===== config.mk =====
export PLATFORM = sky130hd
export DESIGN_NAME = hazard_scoreboard
export DESIGN_NICKNAME = d
export VERILOG_FILES = /design/src/rtl/hazard_scoreboard.sv
export SDC_FILE = /design/constraint.sdc
export NUM_CORES = 1
export LEC_CHECK = 0
export BUFFER_PORTS_ARGS = -buffer_cell sky130_fd_sc_hd__buf_2
export CAP_MARGIN = 20
export CORE_MARGIN = 2
export CORE_UTILIZATION = 55
export CTS_BUF_LIST = sky130_fd_sc_hd__clkbuf_4
export DETAILED_ROUTE_END_ITERATION = 12
export PLACE_DENSITY = 0.82
export REMOVE_ABC_BUFFERS = 1
export SYNTH_ARGS = -nofsm -noshare
export SYNTH_HDL_FRONTEND = slang
export SYNTH_SLANG_ARGS = --single-unit

===== constraint.sdc =====
create_clock -name clk -period 3.8 [get_ports clk]
set_input_delay 0.38 -clock clk [delete_from_list [all_inputs] [get_ports clk]]
set_output_delay 0.38 -clock clk [all_outputs]
set_load 0.01 [all_outputs]

===== src/rtl/hazard_scoreboard.sv =====
// Hazard unit for the in-order core: M/W forwarding, load-use stall, branch flush and long-op scoreboard.
// Controls are combinational; pending bits appear one clk after issue; stall holds F/D, flush bubbles D/E.
module hazard_scoreboard #(
  parameter int REG_ADDR_W = 5,
  parameter bit WB_BYPASS  = 1'b1,
  parameter int CNT_W      = 32
) (
  input  logic                          clk,
  input  logic                          rst,
  input  logic [REG_ADDR_W-1:0]         rs1_d,
  input  logic [REG_ADDR_W-1:0]         rs2_d,
  input  logic [REG_ADDR_W-1:0]         rd_d,
  input  logic                          valid_d,
  input  logic                          use_rs1_d,
  input  logic                          use_rs2_d,
  input  logic                          reg_write_d,
  input  logic                          long_op_d,
  input  logic                          long_busy,
  input  logic                          long_wb_valid,
  input  logic [REG_ADDR_W-1:0]         long_wb_rd,
  input  logic [REG_ADDR_W-1:0]         rs1_e,
  input  logic [REG_ADDR_W-1:0]         rs2_e,
  input  logic [REG_ADDR_W-1:0]         rd_e,
  input  logic                          use_rs1_e,
  input  logic                          use_rs2_e,
  input  logic                          load_e,
  input  logic                          pc_src_e,
  input  logic [REG_ADDR_W-1:0]         rd_m,
  input  logic [REG_ADDR_W-1:0]         rd_w,
  input  logic                          reg_write_m,
  input  logic                          reg_write_w,
  output logic                          stall_f,
  output logic                          stall_d,
  output logic                          flush_d,
  output logic                          flush_e,
  output logic [1:0]                    forward_a_e,
  output logic [1:0]                    forward_b_e,
  output logic [(2**REG_ADDR_W)-1:0]    pending,
  output logic [CNT_W-1:0]              stall_cycles
);

  localparam int                    NUM_REGS = 2**REG_ADDR_W;
  localparam logic [REG_ADDR_W-1:0] X0       = '0;
  localparam logic [NUM_REGS-1:0]   NOT_X0   = {{(NUM_REGS-1){1'b1}}, 1'b0};
  localparam logic [CNT_W-1:0]      CNT_MAX  = '1;

  logic [NUM_REGS-1:0] wb_onehot;
  logic [NUM_REGS-1:0] eff;
  logic [NUM_REGS-1:0] pending_nxt;
  logic                load_use;
  logic                raw;
  logic                waw;
  logic                struct_haz;
  logic                stall;
  logic                issue;

  // M wins over W because it holds the younger result for the same register.
  function automatic logic [1:0] fwd_sel(
    input logic [REG_ADDR_W-1:0] rs,
    input logic                  src_used,
    input logic [REG_ADDR_W-1:0] m_rd,
    input logic                  m_we,
    input logic [REG_ADDR_W-1:0] w_rd,
    input logic                  w_we
  );
    logic [1:0] sel;
    sel = 2'b00;
    if (src_used && (rs != X0)) begin
      if (m_we && (m_rd == rs)) begin
        sel = 2'b10;
      end else if (w_we && (w_rd == rs)) begin
        sel = 2'b01;
      end
    end
    return sel;
  endfunction

  assign forward_a_e = fwd_sel(rs1_e, use_rs1_e, rd_m, reg_write_m, rd_w, reg_write_w);
  assign forward_b_e = fwd_sel(rs2_e, use_rs2_e, rd_m, reg_write_m, rd_w, reg_write_w);

  always_comb begin
    wb_onehot = '0;
    if (long_wb_valid) begin
      wb_onehot[long_wb_rd] = 1'b1;
    end
  end

  // A write-through regfile lets the consumer read the long-op result in its writeback cycle.
  assign eff = pending & ~({NUM_REGS{WB_BYPASS}} & wb_onehot) & NOT_X0;

  assign load_use   = load_e && (rd_e != X0) &&
                      ((use_rs1_d && (rs1_d == rd_e)) || (use_rs2_d && (rs2_d == rd_e)));
  assign raw        = (use_rs1_d && eff[rs1_d]) || (use_rs2_d && eff[rs2_d]);
  assign waw        = reg_write_d && eff[rd_d];
  assign struct_haz = long_op_d && long_busy;

  assign stall   = valid_d && (load_use || raw || waw || struct_haz);
  assign stall_f = stall;
  assign stall_d = stall;
  assign flush_d = pc_src_e;
  assign flush_e = stall || pc_src_e;

  // A long op squashed by a taken branch in E never reaches the unit, so it must not be tracked.
  assign issue = valid_d && !stall && !pc_src_e && long_op_d && reg_write_d && (rd_d != X0);

  always_comb begin
    pending_nxt = pending;
    if (long_wb_valid) begin
      pending_nxt[long_wb_rd] = 1'b0;
    end
    if (issue) begin
      pending_nxt[rd_d] = 1'b1;
    end
    pending_nxt[0] = 1'b0;
  end

  always_ff @(posedge clk or posedge rst) begin
    if (rst) begin
      pending <= '0;
    end else begin
      pending <= pending_nxt;
    end
  end

  always_ff @(posedge clk or posedge rst) begin
    if (rst) begin
      stall_cycles <= '0;
    end else if (stall && (stall_cycles != CNT_MAX)) begin
      stall_cycles <= stall_cycles + CNT_W'(1);
    end
  end

endmodule


==> results.md <==
- The power density over cell area is roughly 310 nW/um2.
- The first-pass GRT wire length is 26300 um.
- The total placed cells including tap cells is 757.
- The post-route standard cell area excluding fillers is 5780 um2.
- The maximum vdd ir drop is 0.000281 V.
- Clock tree synthesis found a total of 63 sinks.
- The root buffer cell is clkbuf_4.
- Once detail routing completed, the nets flagged for antenna violations numbered 0.
- The first detailed-routing pass ran for 6 iterations.
- Once placement finished, the instance area stood at 5640 um2.
- Yosys printed 0 warnings.
- Dividing the final minimum period by the clock period gives 0.901.
- The detail-routed net length per standard cell is 21.4 um.
- The min-delay analysis places its worst path in the category in2async.
- The ratio of cells with drive above 1 in the final layout is 0.268.
- The maximum single-stage delay on the critical path is 550 ps.
- The number of global-route vias before repair is 5068.
- The number of hold violations in the final report is 0.
- The measured slew at the worst slew-check pin is 820 ps.
- The clock tree from TritonCTS is done.
- The total via count after detailed routing is 5276.
- OpenSTA, run right after detailed placement, puts the worst setup slack at 420 ps.
- The floorplan die height is around 100 um.
- After legalization and detailed placement, the total HPWL measured 12200 um.
- The core box area is 8810 um2.
- In the final timing run, aggregate negative setup slack is 0 ps.
- After synthesis, the mean cell area works out to ~9.0 um2.
- The DRC marker count from the first detailed-route iteration is 467.
- The number of antenna violations at the first check in global routing is 0.
- After clock tree synthesis, the flow added hold-fix buffers numbering 0.
- The max-slew violation total from the final report is 0.
- The floorplan has 34 rows.
- The total of endpoints with negative setup slack in the final report is 0.
- The via density per instance is 6.83.
- The final worst clock skew is 16.8 ps.
- The source-to-sink clock delay at the later pin of the worst-skew pair is 420 ps.
- The number of clock buffers inserted by TritonCTS is 9.
- The number of H-tree levels is 3.
- The congestion estimate from routability-driven global placement came to 0.977.
- Buffers added to address setup during post-CTS repair amount to 0.
- The DRC violation count after routing is 0.
- Walking the worst path, the cells encountered are buf_2, or4b_4, o21ai_0, o311a_1, nor4b_1, nor4_1, o211a_4, nand2_4, and2_1, buf_2.
- The total of max-cap violations is 0.
- The synthesized design contains 0 enable-type register cells.
- Of the synthesized area, sequential elements account for 0.314.
- After synthesis the cells add up to around 5000 um2.
- The sequential cells in the finished layout cover a total of roughly 1600 um2.
- The synthesized design contains 63 register bits.
- After the last flow step, the layout net total stands at ~720.
- The final routed wirelength across all metal layers is 16500 um.
- The run finished with clean final reports.
- Of the total power, registers draw 0.446.
- Relative to the synthesized area, the layout overhead comes to 14.9%.
- Measured against its own limit, the worst slew margin works out to 0.453.
- In the post-route analysis, the smallest setup slack over all paths is 376 ps.
- Setup repair after global routing left no endpoint under its margin.
- The achievable clock frequency is ~290 MHz.
- The critical path required time is 3420 ps.
- In this run the count of I/O pins placed on the die edge is around 130.
- Summed over all nets, the switching power comes to ~640 uW.
- The critical path is of the in2out type.
- The worst setup path is launched from an input port.
- The fraction of power spent switching nets is 0.361.
- For this run, the share of the core covered by cells in the final layout is 0.656.
- Among all flip-flop cells after synthesis, the most frequent one is dfrtp_1.
- The internal power component is about 1100 uW.
- Of the total power, the clock network draws 0.271.
- The worst path needs 3420 ps of the cycle, external delays included.
- The critical path arrival is 3040 ps.
- For this run, the number of standard cells in the final layout without fillers is approximately 770.
- The top fanout value on the critical path is 11.
- The overall die width is between 90 and 100 um.
- The buffer depth of the longest clock path is 2.
- After technology mapping, the gate count stands at between 500 and 600.
- The analysis attributes to cell leakage a power of between 0.002 and 0.003 uW.
- For this configuration, the core starts out at a cell density of 0.571.
- The multi-input gate area in the final layout is 3140 um2.
- Global routing finished with a remaining overflow of 0.
- The number of different library cells used by synthesis comes to 73.
- On the critical path, the stage with the largest delay is an instance of or4b_4.
- The fraction of power consumed by combinational cells is 0.283.
- Entering global routing, the biggest net connects 37 pins.
- The total die area is just under 10000 um2.
- Across every metal layer, demand over resource in global routing totals 0.336.
- During placement, the flow inserted port buffers numbering 130.
- The worst setup path is captured at a primary output.
- The number of antenna repair diodes is 0.
- The layout filler cell count is around 730.
- The clock-pin slew of the registers on the worst-case setup and hold paths is approximately 110 ps.
- The most frequent cell on the critical path is buf_2.
- The post-synthesis async set-or-reset flop share is 1.00.
- In this run, post-CTS repair resized a total of 0 instances.
-- per-layer routing --
| layer | share of wire | up-vias | wire length, um | GRT usage |
|---|---|---|---|---|
| li1 | - | 2333 | - | - |
| met1 | 0.40 | 2502 | 6590 | 0.449 |
| met2 | 0.45 | 373 | 7450 | 0.519 |
| met3 | 0.11 | 68 | 1770 | 0.0780 |
| met4 | 0.044 | 0 | 730 | 0.151 |
| met5 | 0 | - | 0 | 0 |
-- path summary, 6_finish.rpt --
check,depth (start not counted),startpoint,end,slack [ps]
worst max-delay path,10,long_wb_valid,stall_d,380
worst min-delay path,2,rst,stall_cycles[6]$_DFFE_PP0P_,110
worst max register to register,9,pending[5]$_DFF_PP0_,pending[5]$_DFF_PP0_,1020
worst min register to register,1,stall_cycles[27]$_DFFE_PP0P_,stall_cycles[27]$_DFFE_PP0P_,490
max in group asynchronous,3,rst,stall_cycles[23]$_DFFE_PP0P_,2810
min in group clk,4,valid_d,stall_cycles[2]$_DFFE_PP0P_,380
-- synthesized netlist by cell type (all sizes together), types with 3 or more instances --
| master | number | area, um2 |
|---|---|---|
| a2111oi | 8 | 108 |
| a211oi | 22 | 165 |
| a21oi | 8 | 51.3 |
| a22oi | 3 | 22.5 |
| a31oi | 10 | 62.6 |
| a32oi | 3 | 26.3 |
| and2 | 5 | 31.3 |
| and3 | 5 | 31.3 |
| and4 | 3 | 26.3 |
| and4b | 3 | 30.0 |
| buf | 28 | 185 |
| clkbuf | 16 | 60.1 |
| dfrtp | 63 | 1580 |
| inv | 18 | 67.6 |
| mux2 | 5 | 60.1 |
| mux2i | 18 | 180 |
| nand2 | 29 | 116 |
| nand2b | 6 | 37.5 |
| nand3 | 22 | 135 |
| nand3b | 6 | 45.0 |
| nand4 | 11 | 68.8 |
| nand4b | 4 | 35.0 |
| nand4bb | 4 | 66.3 |
| nor2 | 19 | 71.3 |
| nor2b | 3 | 18.8 |
| nor3 | 14 | 70.1 |
| nor3b | 6 | 45.0 |
| nor4 | 10 | 62.6 |
| nor4b | 3 | 26.3 |
| o2111ai | 8 | 70.1 |
| o211ai | 15 | 113 |
| o21a | 3 | 22.5 |
| o21ai | 54 | 274 |
| o311ai | 3 | 26.3 |
| o31ai | 17 | 128 |
| or3 | 6 | 37.5 |
| or4 | 6 | 45.0 |
| xnor2 | 14 | 123 |
| xor2 | 49 | 429 |
-- flip-flops by register name, indices dropped and copies added, names as in the netlist --
name / flops
pending: 31
stall_cycles: 32
-- cell usage in the layout, fill, tap and decap left out, drive strengths merged, types with 4 or more instances in the layout --
master and instances:
xnor2 14, a2111oi 8, nor2 19, nor4 10, clkbuf 11, or3 6
and2 5, and3 5, xor2 49, nand4bb 4, nand4 11, or4 6
mux2 5, mux2i 18, dfrtp 63, a21oi 8, o2111ai 8, o31ai 17
a31oi 10, inv 19, o21ai 54, a211oi 22, nand2 29, nand3 22
nand4b 4, nor3b 6, buf 136, nand3b 6, nand2b 6, o211ai 15
nor3 14
-- metrics by stage --
| step | hold slack [ps] | power [uW] |
|---|---|---|
| after floorplan | 515 | 1050 |
| after global placement | 469 | 1280 |
| after detailed placement | 472 | 1290 |
| after CTS | 114 | 1770 |
| after global routing | 156 | 1860 |
| final | 114 | 1770 |
-- critical path, delay by kind of cell --
| family | cells | cell delay [ps] |
|---|---|---|
| AO/OA/AOI/OAI | 3 | 970 |
| buffers and inverters | 2 | 360 |
| AND/OR/NAND/NOR | 5 | 1340 |
-- power by group through the flow --
stage	clock network (uW)	registers, uW	logic (uW)
global placement	0	797	481
floorplan	0	809	242
global route	517	797	548
CTS	489	788	495
detailed placement	0	800	494
finish	479	789	501
-- logic make-up (layout without fill, tap and decap cells) --
logic type,count (synthesis),count (layout),share of synthesized area
AND/OR/NAND/NOR,173,173,0.214
AO/OA/AOI/OAI,170,170,0.244
XOR/XNOR,63,63,0.110
flip-flops,63,63,0.314
buffers and inverters,62,170,0.0623
multiplexers,24,24,0.0523
adder cells (fa/ha/maj),1,1,0.00249
other,1,1,0.000746
-- area by class of cell --
| class | instances | share of cell area |
|---|---|---|
| Inverter | 18 | 0.0117 |
| Timing Repair Buffer | 136 | 0.125 |
| Tap cell | 108 | 0.0234 |
| Multi-Input combinational cell | 432 | 0.543 |
| Sequential cell | 63 | 0.273 |
| Clock buffer | 11 | 0.0143 |
| Clock inverter | 5 | 0.00997 |
No activity file was read; power rests on OpenSTA's default activity.
